===== config.mk =====
export PLATFORM = sky130hd
export DESIGN_NAME = id_ex_stage_flat
export DESIGN_NICKNAME = d
export VERILOG_FILES = /design/src/rtl/id_ex_stage_if.sv /design/src/rtl/id_ex_stage.sv /design/src/flat_wrapper.sv
export SDC_FILE = /design/constraint.sdc
export NUM_CORES = 1
export LEC_CHECK = 0
export ABC_AREA = 1
export BUFFER_PORTS_ARGS = -buffer_cell sky130_fd_sc_hd__buf_2
export CAP_MARGIN = 20
export CORE_AREA = 2 2 127 129
export DETAILED_ROUTE_END_ITERATION = 16
export DIE_AREA = 0 0 129 131
export PLACE_DENSITY = 0.74
export SETUP_SLACK_MARGIN = 0.15
export SYNTH_ARGS = -nofsm -noshare
export SYNTH_HDL_FRONTEND = slang
export SYNTH_SLANG_ARGS = --single-unit

===== constraint.sdc =====
create_clock -name clk -period 1.3 [get_ports clk]
set_clock_uncertainty 0.05 [all_clocks]
set_input_delay 0.26 -clock clk [delete_from_list [all_inputs] [get_ports clk]]
set_output_delay 0.26 -clock clk [all_outputs]
set_load 0.02 [all_outputs]

===== src/rtl/id_ex_stage_if.sv =====
// Decode-to-execute bus: decoded instruction fields in, registered EX fields out.
interface id_ex_stage_if #(
    parameter int DW = 32,
    parameter int RW = 5
);
    logic          id_valid;
    logic [DW-1:0] id_pc;
    logic [DW-1:0] id_rs_data;
    logic [DW-1:0] id_rt_data;
    logic [DW-1:0] id_imm;
    logic [4:0]    id_shamt;
    logic [RW-1:0] id_rs;
    logic [RW-1:0] id_rt;
    logic [RW-1:0] id_rd;
    logic [3:0]    id_alu_op;
    logic          id_alu_src_imm;
    logic          id_is_shift;
    logic          id_shift_var;
    logic          id_mem_read;
    logic          id_mem_write;
    logic          id_reg_write;
    logic          id_mem_to_reg;

    logic          ex_valid;
    logic [DW-1:0] ex_pc;
    logic [DW-1:0] ex_alu_a;
    logic [DW-1:0] ex_alu_b;
    logic [DW-1:0] ex_store_data;
    logic [RW-1:0] ex_rd;
    logic [3:0]    ex_alu_op;
    logic          ex_mem_read;
    logic          ex_mem_write;
    logic          ex_reg_write;
    logic          ex_mem_to_reg;

    modport master (
        output id_valid, id_pc, id_rs_data, id_rt_data, id_imm, id_shamt,
               id_rs, id_rt, id_rd, id_alu_op, id_alu_src_imm, id_is_shift,
               id_shift_var, id_mem_read, id_mem_write, id_reg_write, id_mem_to_reg,
        input  ex_valid, ex_pc, ex_alu_a, ex_alu_b, ex_store_data, ex_rd,
               ex_alu_op, ex_mem_read, ex_mem_write, ex_reg_write, ex_mem_to_reg
    );

    modport slave (
        input  id_valid, id_pc, id_rs_data, id_rt_data, id_imm, id_shamt,
               id_rs, id_rt, id_rd, id_alu_op, id_alu_src_imm, id_is_shift,
               id_shift_var, id_mem_read, id_mem_write, id_reg_write, id_mem_to_reg,
        output ex_valid, ex_pc, ex_alu_a, ex_alu_b, ex_store_data, ex_rd,
               ex_alu_op, ex_mem_read, ex_mem_write, ex_reg_write, ex_mem_to_reg
    );
endinterface


===== src/rtl/id_ex_stage.sv =====
// ID/EX pipeline register with ALU operand formation and load-use bubble insertion.
// Load-use detection is compiled in only when HAZARD_DETECT_EN is defined.
module id_ex_stage #(
    parameter int DW = 32,
    parameter int RW = 5
) (
    input  logic        clk,
    input  logic        rst_n,
    id_ex_stage_if.slave bus,
    input  logic        stall_ext,
    input  logic        flush,
    output logic        hazard_stall,
    output logic [15:0] hazard_cnt
);
`ifdef HAZARD_DETECT_EN
    localparam bit HD_EN = 1'b1;
`else
    localparam bit HD_EN = 1'b0;
`endif

    typedef struct packed {
        logic          valid;
        logic [DW-1:0] pc;
        logic [DW-1:0] alu_a;
        logic [DW-1:0] alu_b;
        logic [DW-1:0] store_data;
        logic [RW-1:0] rd;
        logic [3:0]    alu_op;
        logic          mem_read;
        logic          mem_write;
        logic          reg_write;
        logic          mem_to_reg;
    } ex_t;

    ex_t           r_ex;
    ex_t           w_load;
    logic [15:0]   r_cnt;
    logic          w_match;
    logic          w_det;

    // Shifts feed amount on A and value on B; variable amounts use only rs[4:0].
    always_comb begin
        w_load            = '0;
        w_load.valid      = bus.id_valid;
        w_load.pc         = bus.id_pc;
        w_load.store_data = bus.id_rt_data;
        w_load.rd         = bus.id_rd;
        w_load.alu_op     = bus.id_alu_op;
        w_load.mem_read   = bus.id_mem_read   & bus.id_valid;
        w_load.mem_write  = bus.id_mem_write  & bus.id_valid;
        w_load.reg_write  = bus.id_reg_write  & bus.id_valid;
        w_load.mem_to_reg = bus.id_mem_to_reg & bus.id_valid;
        if (bus.id_is_shift) begin
            w_load.alu_a = bus.id_shift_var ? DW'(bus.id_rs_data[4:0]) : DW'(bus.id_shamt);
            w_load.alu_b = bus.id_rt_data;
        end else begin
            w_load.alu_a = bus.id_rs_data;
            w_load.alu_b = bus.id_alu_src_imm ? bus.id_imm : bus.id_rt_data;
        end
    end

    // Both sources are compared regardless of whether the instruction reads rt.
    assign w_match = (r_ex.rd == bus.id_rs) | (r_ex.rd == bus.id_rt);
    assign w_det   = HD_EN & r_ex.valid & r_ex.mem_read & (r_ex.rd != '0)
                   & bus.id_valid & w_match;
    assign hazard_stall = w_det & ~flush;

    always_ff @(posedge clk) begin
        if (!rst_n) begin
            r_ex  <= '0;
            r_cnt <= '0;
        end else if (flush) begin
            r_ex <= '0;
        end else if (stall_ext) begin
            r_ex <= r_ex;
        end else if (w_det) begin
            r_ex <= '0;
            if (r_cnt != 16'hFFFF) r_cnt <= r_cnt + 16'd1;
        end else begin
            r_ex <= w_load;
        end
    end

    assign bus.ex_valid      = r_ex.valid;
    assign bus.ex_pc         = r_ex.pc;
    assign bus.ex_alu_a      = r_ex.alu_a;
    assign bus.ex_alu_b      = r_ex.alu_b;
    assign bus.ex_store_data = r_ex.store_data;
    assign bus.ex_rd         = r_ex.rd;
    assign bus.ex_alu_op     = r_ex.alu_op;
    assign bus.ex_mem_read   = r_ex.mem_read;
    assign bus.ex_mem_write  = r_ex.mem_write;
    assign bus.ex_reg_write  = r_ex.reg_write;
    assign bus.ex_mem_to_reg = r_ex.mem_to_reg;
    assign hazard_cnt        = r_cnt;
endmodule


===== src/flat_wrapper.sv =====
// flat-port wrapper written by rule: the top's interface ports become plain ports
module id_ex_stage_flat 
#(
    parameter int DW = 32,
    parameter int RW = 5
)
  (clk, rst_n, stall_ext, flush, hazard_stall, hazard_cnt, bus_id_valid, bus_id_pc, bus_id_rs_data, bus_id_rt_data, bus_id_imm, bus_id_shamt, bus_id_rs, bus_id_rt, bus_id_rd, bus_id_alu_op, bus_id_alu_src_imm, bus_id_is_shift, bus_id_shift_var, bus_id_mem_read, bus_id_mem_write, bus_id_reg_write, bus_id_mem_to_reg, bus_ex_valid, bus_ex_pc, bus_ex_alu_a, bus_ex_alu_b, bus_ex_store_data, bus_ex_rd, bus_ex_alu_op, bus_ex_mem_read, bus_ex_mem_write, bus_ex_reg_write, bus_ex_mem_to_reg);
  id_ex_stage_if #(.DW(DW), .RW(RW)) bus_i ();
  input  logic clk;
  input  logic rst_n;
  input  logic stall_ext;
  input  logic flush;
  output logic hazard_stall;
  output logic [15:0] hazard_cnt;
  input wire logic [$bits(bus_i.id_valid)-1:0] bus_id_valid;
  input wire logic [$bits(bus_i.id_pc)-1:0] bus_id_pc;
  input wire logic [$bits(bus_i.id_rs_data)-1:0] bus_id_rs_data;
  input wire logic [$bits(bus_i.id_rt_data)-1:0] bus_id_rt_data;
  input wire logic [$bits(bus_i.id_imm)-1:0] bus_id_imm;
  input wire logic [$bits(bus_i.id_shamt)-1:0] bus_id_shamt;
  input wire logic [$bits(bus_i.id_rs)-1:0] bus_id_rs;
  input wire logic [$bits(bus_i.id_rt)-1:0] bus_id_rt;
  input wire logic [$bits(bus_i.id_rd)-1:0] bus_id_rd;
  input wire logic [$bits(bus_i.id_alu_op)-1:0] bus_id_alu_op;
  input wire logic [$bits(bus_i.id_alu_src_imm)-1:0] bus_id_alu_src_imm;
  input wire logic [$bits(bus_i.id_is_shift)-1:0] bus_id_is_shift;
  input wire logic [$bits(bus_i.id_shift_var)-1:0] bus_id_shift_var;
  input wire logic [$bits(bus_i.id_mem_read)-1:0] bus_id_mem_read;
  input wire logic [$bits(bus_i.id_mem_write)-1:0] bus_id_mem_write;
  input wire logic [$bits(bus_i.id_reg_write)-1:0] bus_id_reg_write;
  input wire logic [$bits(bus_i.id_mem_to_reg)-1:0] bus_id_mem_to_reg;
  output wire logic [$bits(bus_i.ex_valid)-1:0] bus_ex_valid;
  output wire logic [$bits(bus_i.ex_pc)-1:0] bus_ex_pc;
  output wire logic [$bits(bus_i.ex_alu_a)-1:0] bus_ex_alu_a;
  output wire logic [$bits(bus_i.ex_alu_b)-1:0] bus_ex_alu_b;
  output wire logic [$bits(bus_i.ex_store_data)-1:0] bus_ex_store_data;
  output wire logic [$bits(bus_i.ex_rd)-1:0] bus_ex_rd;
  output wire logic [$bits(bus_i.ex_alu_op)-1:0] bus_ex_alu_op;
  output wire logic [$bits(bus_i.ex_mem_read)-1:0] bus_ex_mem_read;
  output wire logic [$bits(bus_i.ex_mem_write)-1:0] bus_ex_mem_write;
  output wire logic [$bits(bus_i.ex_reg_write)-1:0] bus_ex_reg_write;
  output wire logic [$bits(bus_i.ex_mem_to_reg)-1:0] bus_ex_mem_to_reg;
  assign bus_i.id_valid = bus_id_valid;
  assign bus_i.id_pc = bus_id_pc;
  assign bus_i.id_rs_data = bus_id_rs_data;
  assign bus_i.id_rt_data = bus_id_rt_data;
  assign bus_i.id_imm = bus_id_imm;
  assign bus_i.id_shamt = bus_id_shamt;
  assign bus_i.id_rs = bus_id_rs;
  assign bus_i.id_rt = bus_id_rt;
  assign bus_i.id_rd = bus_id_rd;
  assign bus_i.id_alu_op = bus_id_alu_op;
  assign bus_i.id_alu_src_imm = bus_id_alu_src_imm;
  assign bus_i.id_is_shift = bus_id_is_shift;
  assign bus_i.id_shift_var = bus_id_shift_var;
  assign bus_i.id_mem_read = bus_id_mem_read;
  assign bus_i.id_mem_write = bus_id_mem_write;
  assign bus_i.id_reg_write = bus_id_reg_write;
  assign bus_i.id_mem_to_reg = bus_id_mem_to_reg;
  assign bus_ex_valid = bus_i.ex_valid;
  assign bus_ex_pc = bus_i.ex_pc;
  assign bus_ex_alu_a = bus_i.ex_alu_a;
  assign bus_ex_alu_b = bus_i.ex_alu_b;
  assign bus_ex_store_data = bus_i.ex_store_data;
  assign bus_ex_rd = bus_i.ex_rd;
  assign bus_ex_alu_op = bus_i.ex_alu_op;
  assign bus_ex_mem_read = bus_i.ex_mem_read;
  assign bus_ex_mem_write = bus_i.ex_mem_write;
  assign bus_ex_reg_write = bus_i.ex_reg_write;
  assign bus_ex_mem_to_reg = bus_i.ex_mem_to_reg;
  id_ex_stage #(.DW(DW), .RW(RW)) u_core (.clk(clk), .rst_n(rst_n), .bus(bus_i), .stall_ext(stall_ext), .flush(flush), .hazard_stall(hazard_stall), .hazard_cnt(hazard_cnt));
endmodule

==> metrics.cfg <==
[placed_design]
place_area_um2 = 7338
dp_hpwl_um = 12040
placedCellCount = 1243
io_buffers = 295
dpl_worst_slack_ns = -0.1072
place.gp.congestion = 0.8387

[setup_path]
path_max_fanout = 2
cp-start-kind = flop
reg2reg_setup_slack_ns = 0.42
crit_chain = buf_6
r2r_cells = 4
r2r_end = u_core.bus.ex_pc[5]$_SDFFE_PP0N_
worst-setup-path-type = reg -> out
r2r_start = u_core.bus.ex_pc[5]$_SDFFE_PP0N_
crit_arrival_ns = 0.91
critPathTopFamily = flip-flops
end_kind = output pin
critPathLaunch = u_core.bus.ex_reg_write$_SDFFE_PP0N_
cp_num_buf_inv = 1
required_ns = 0.99
max_stage_delay_ns = 0.36
path_depth = 1
crit_slowest_cell = dfxtp_2
cp-endpoint = bus_ex_reg_write

[sta]
fin_setup_tns_ns = 0
slew_viol_final = 0
fmax_mhz = 817.1
setup_viol = 0
hold_viol_final = 0
finalCritPeriodShare_pct = 94.14
post-route-min-period_ns = 1.224
grt_setup_unrepaired = true
timing.final.ws_setup_ns = 0.07622

[clock_tree]
insertion_delay_ns = 0.42
htreeDepth = 4
cts_tree = built
cts_buffers = 17
cts_root_buffer = clkbuf_16
cts.clk_slew.worst_paths_ns = 0.07
clockBufferDepth = 2
cts.sinks = 142
postCtsHoldBufs = 0

[synth]
synth-seq-cells = 142
yosysUniqueCellTypes = 18
avgSynthCellArea_um2 = 7.323
ys_warn_count = 0
synthTopCellsByArea = dfxtp_1, a21oi_1, nand2_1
synth_area_um2 = 5617
synth_area_leader_cell = dfxtp_1
synthCells = 767
synth_top_area_share_pct = 50.61
seq_area_frac_synth_pct = 50.61

[detailed_routing]
drt_iter0_markers = 402
ant_nets = 0
wl_um = 18660
wl_per_cell_um = 14.40
firstDrtPassIters = 5
post-route-drc-count = 0
vias = 6124
post_drt_via_cell_ratio = 4.725

[floorplan]
rows = 46
die_w_um = 129
die_area_um2 = 16900
initial_core_util_pct = 36.01
dieHeight_um = 131
io_pins = 323
core_area_um2 = 15600

[global_route]
grt_use_total_pct = 20.16
busiest_layer = met2
grt_max_degree = 53
antenna_found_initial = 0
globalRouteMet1Util_pct = 24.27
grt-ovfl-total = 0
first_global_vias = 5540
grt_use_met2_pct = 33.36
grtUsageMet3_pct = 5.212
grt_first_pass_wirelength_um = 26880

[run_status]
outcome = finished, final reports clean

[power]
irDropWorstVdd_mv = 0.7906
power.density_nw_per_um2 = 1229
p_leak_uw = 0.004274

[layout]
fin_cells = 1296
nets = 1232
final_area_um2 = 9178
drive_above_1_share_pct = 47.96
n_antenna_cell = 0
synthToLayoutAreaGrowth_pct = 63.40
fin_util_pct = 58.84

[min_path]
min_path_type = in -> reg

[run]
maxCapViolCount = 0

==> routing by layer <==
layer | vias to the layer above | routed length [µm] | share of wire (%)
met5 | - | 0 | 0
met4 | 0 | 737 | 3.9
met3 | 53 | 1074 | 5.8
met2 | 250 | 9339 | 50
met1 | 2774 | 7509 | 40
li1 | 3047 | - | -
==> how the worst min path moves through the flow <==
stage	cells after the start	from	end	slack, ns
after floorplan	2	bus_id_rs_data[11]	u_core.bus.ex_alu_a[11]$_SDFFE_PP0N_	0.35
after global placement	2	u_core.bus.ex_alu_a[27]$_SDFFE_PP0N_	u_core.bus.ex_alu_a[27]$_SDFFE_PP0N_	0.40
after detailed placement	2	u_core.bus.ex_alu_a[27]$_SDFFE_PP0N_	u_core.bus.ex_alu_a[27]$_SDFFE_PP0N_	0.40
after CTS	3	bus_id_rs_data[27]	u_core.bus.ex_alu_a[27]$_SDFFE_PP0N_	0.005
after global routing	3	bus_id_rs_data[26]	u_core.bus.ex_alu_a[26]$_SDFFE_PP0N_	0.008
final	3	bus_id_pc[21]	u_core.bus.ex_pc[21]$_SDFFE_PP0N_	0.02
==> synthesized netlist by cell type <==
master,count
nand2_1,181
a21oi_1,142
dfxtp_1,142
nor2_1,76
o21ai_0,68
inv_1,39
nand3_1,37
buf_2,28
clkbuf_1,25
buf_4,19
inv_2,3
buf_1,1
clkbuf_2,1
clkinv_1,1
conb_1,1
nor2_2,1
nor2_4,1
o21ai_1,1
==> power breakdown <==
part           internal [µW]  leakage [µW]  switching, µW
clock                   3050      0.000293           2020
sequential              4530       0.00122            107
combinational            710       0.00276            861
==> placed cells by master, fill, tap and decap left out, types with 35 or more instances in the layout <==
cell type / instances
buf_6: 142
nand2_1: 181
buf_2: 153
nor2_1: 76
dfxtp_2: 142
inv_1: 39
nand3_1: 37
a21oi_1: 142
o21ai_0: 68
buf_4: 35
==> timing repair <==
| action | CTS | global route |
|---|---|---|
| pin swaps | 0 | 0 |
| setup buffers | 4 | 18 |
| endpoints found under the setup margin | 142 | 142 |
| cloned | 0 | 0 |
| resized for setup | 426 | 0 |
==> final cells by class <==
class | instances | area [µm²]
multi-input combinational | 524 | 2287
tap | 216 | 270.3
fill | 1328 | 6420
clock buffer | 17 | 425.4
inverter | 43 | 163.9
sequential | 142 | 3020
timing repair buffer | 340 | 2828
clock inverter | 14 | 182.7
==> logic make-up (layout without fill, tap and decap cells) <==
| logic type | Yosys count | after routing | share of synthesized area, % |
|---|---|---|---|
| buffers and inverters | 117 | 414 | 9.735 |
| AND/OR/NAND/NOR | 296 | 296 | 20.78 |
| flip-flops | 142 | 142 | 50.61 |
| other | 1 | 17 | 0.06677 |
| AO/OA/AOI/OAI | 211 | 211 | 18.80 |
==> through the flow <==
| stage | total power, µW | hold WS [ns] |
|---|---|---|
| 3_3_place_gp | 5998 | 0.3975 |
| 3_5_place_dp | 6018 | 0.4015 |
| 4_1_cts | 11310 | 0.004631 |
| 6_report | 11280 | 0.02132 |
| 2_1_floorplan | 5476 | 0.3529 |
| 5_1_grt | 11700 | 0.007736 |
No activity file was read; power rests on OpenSTA's default activity.
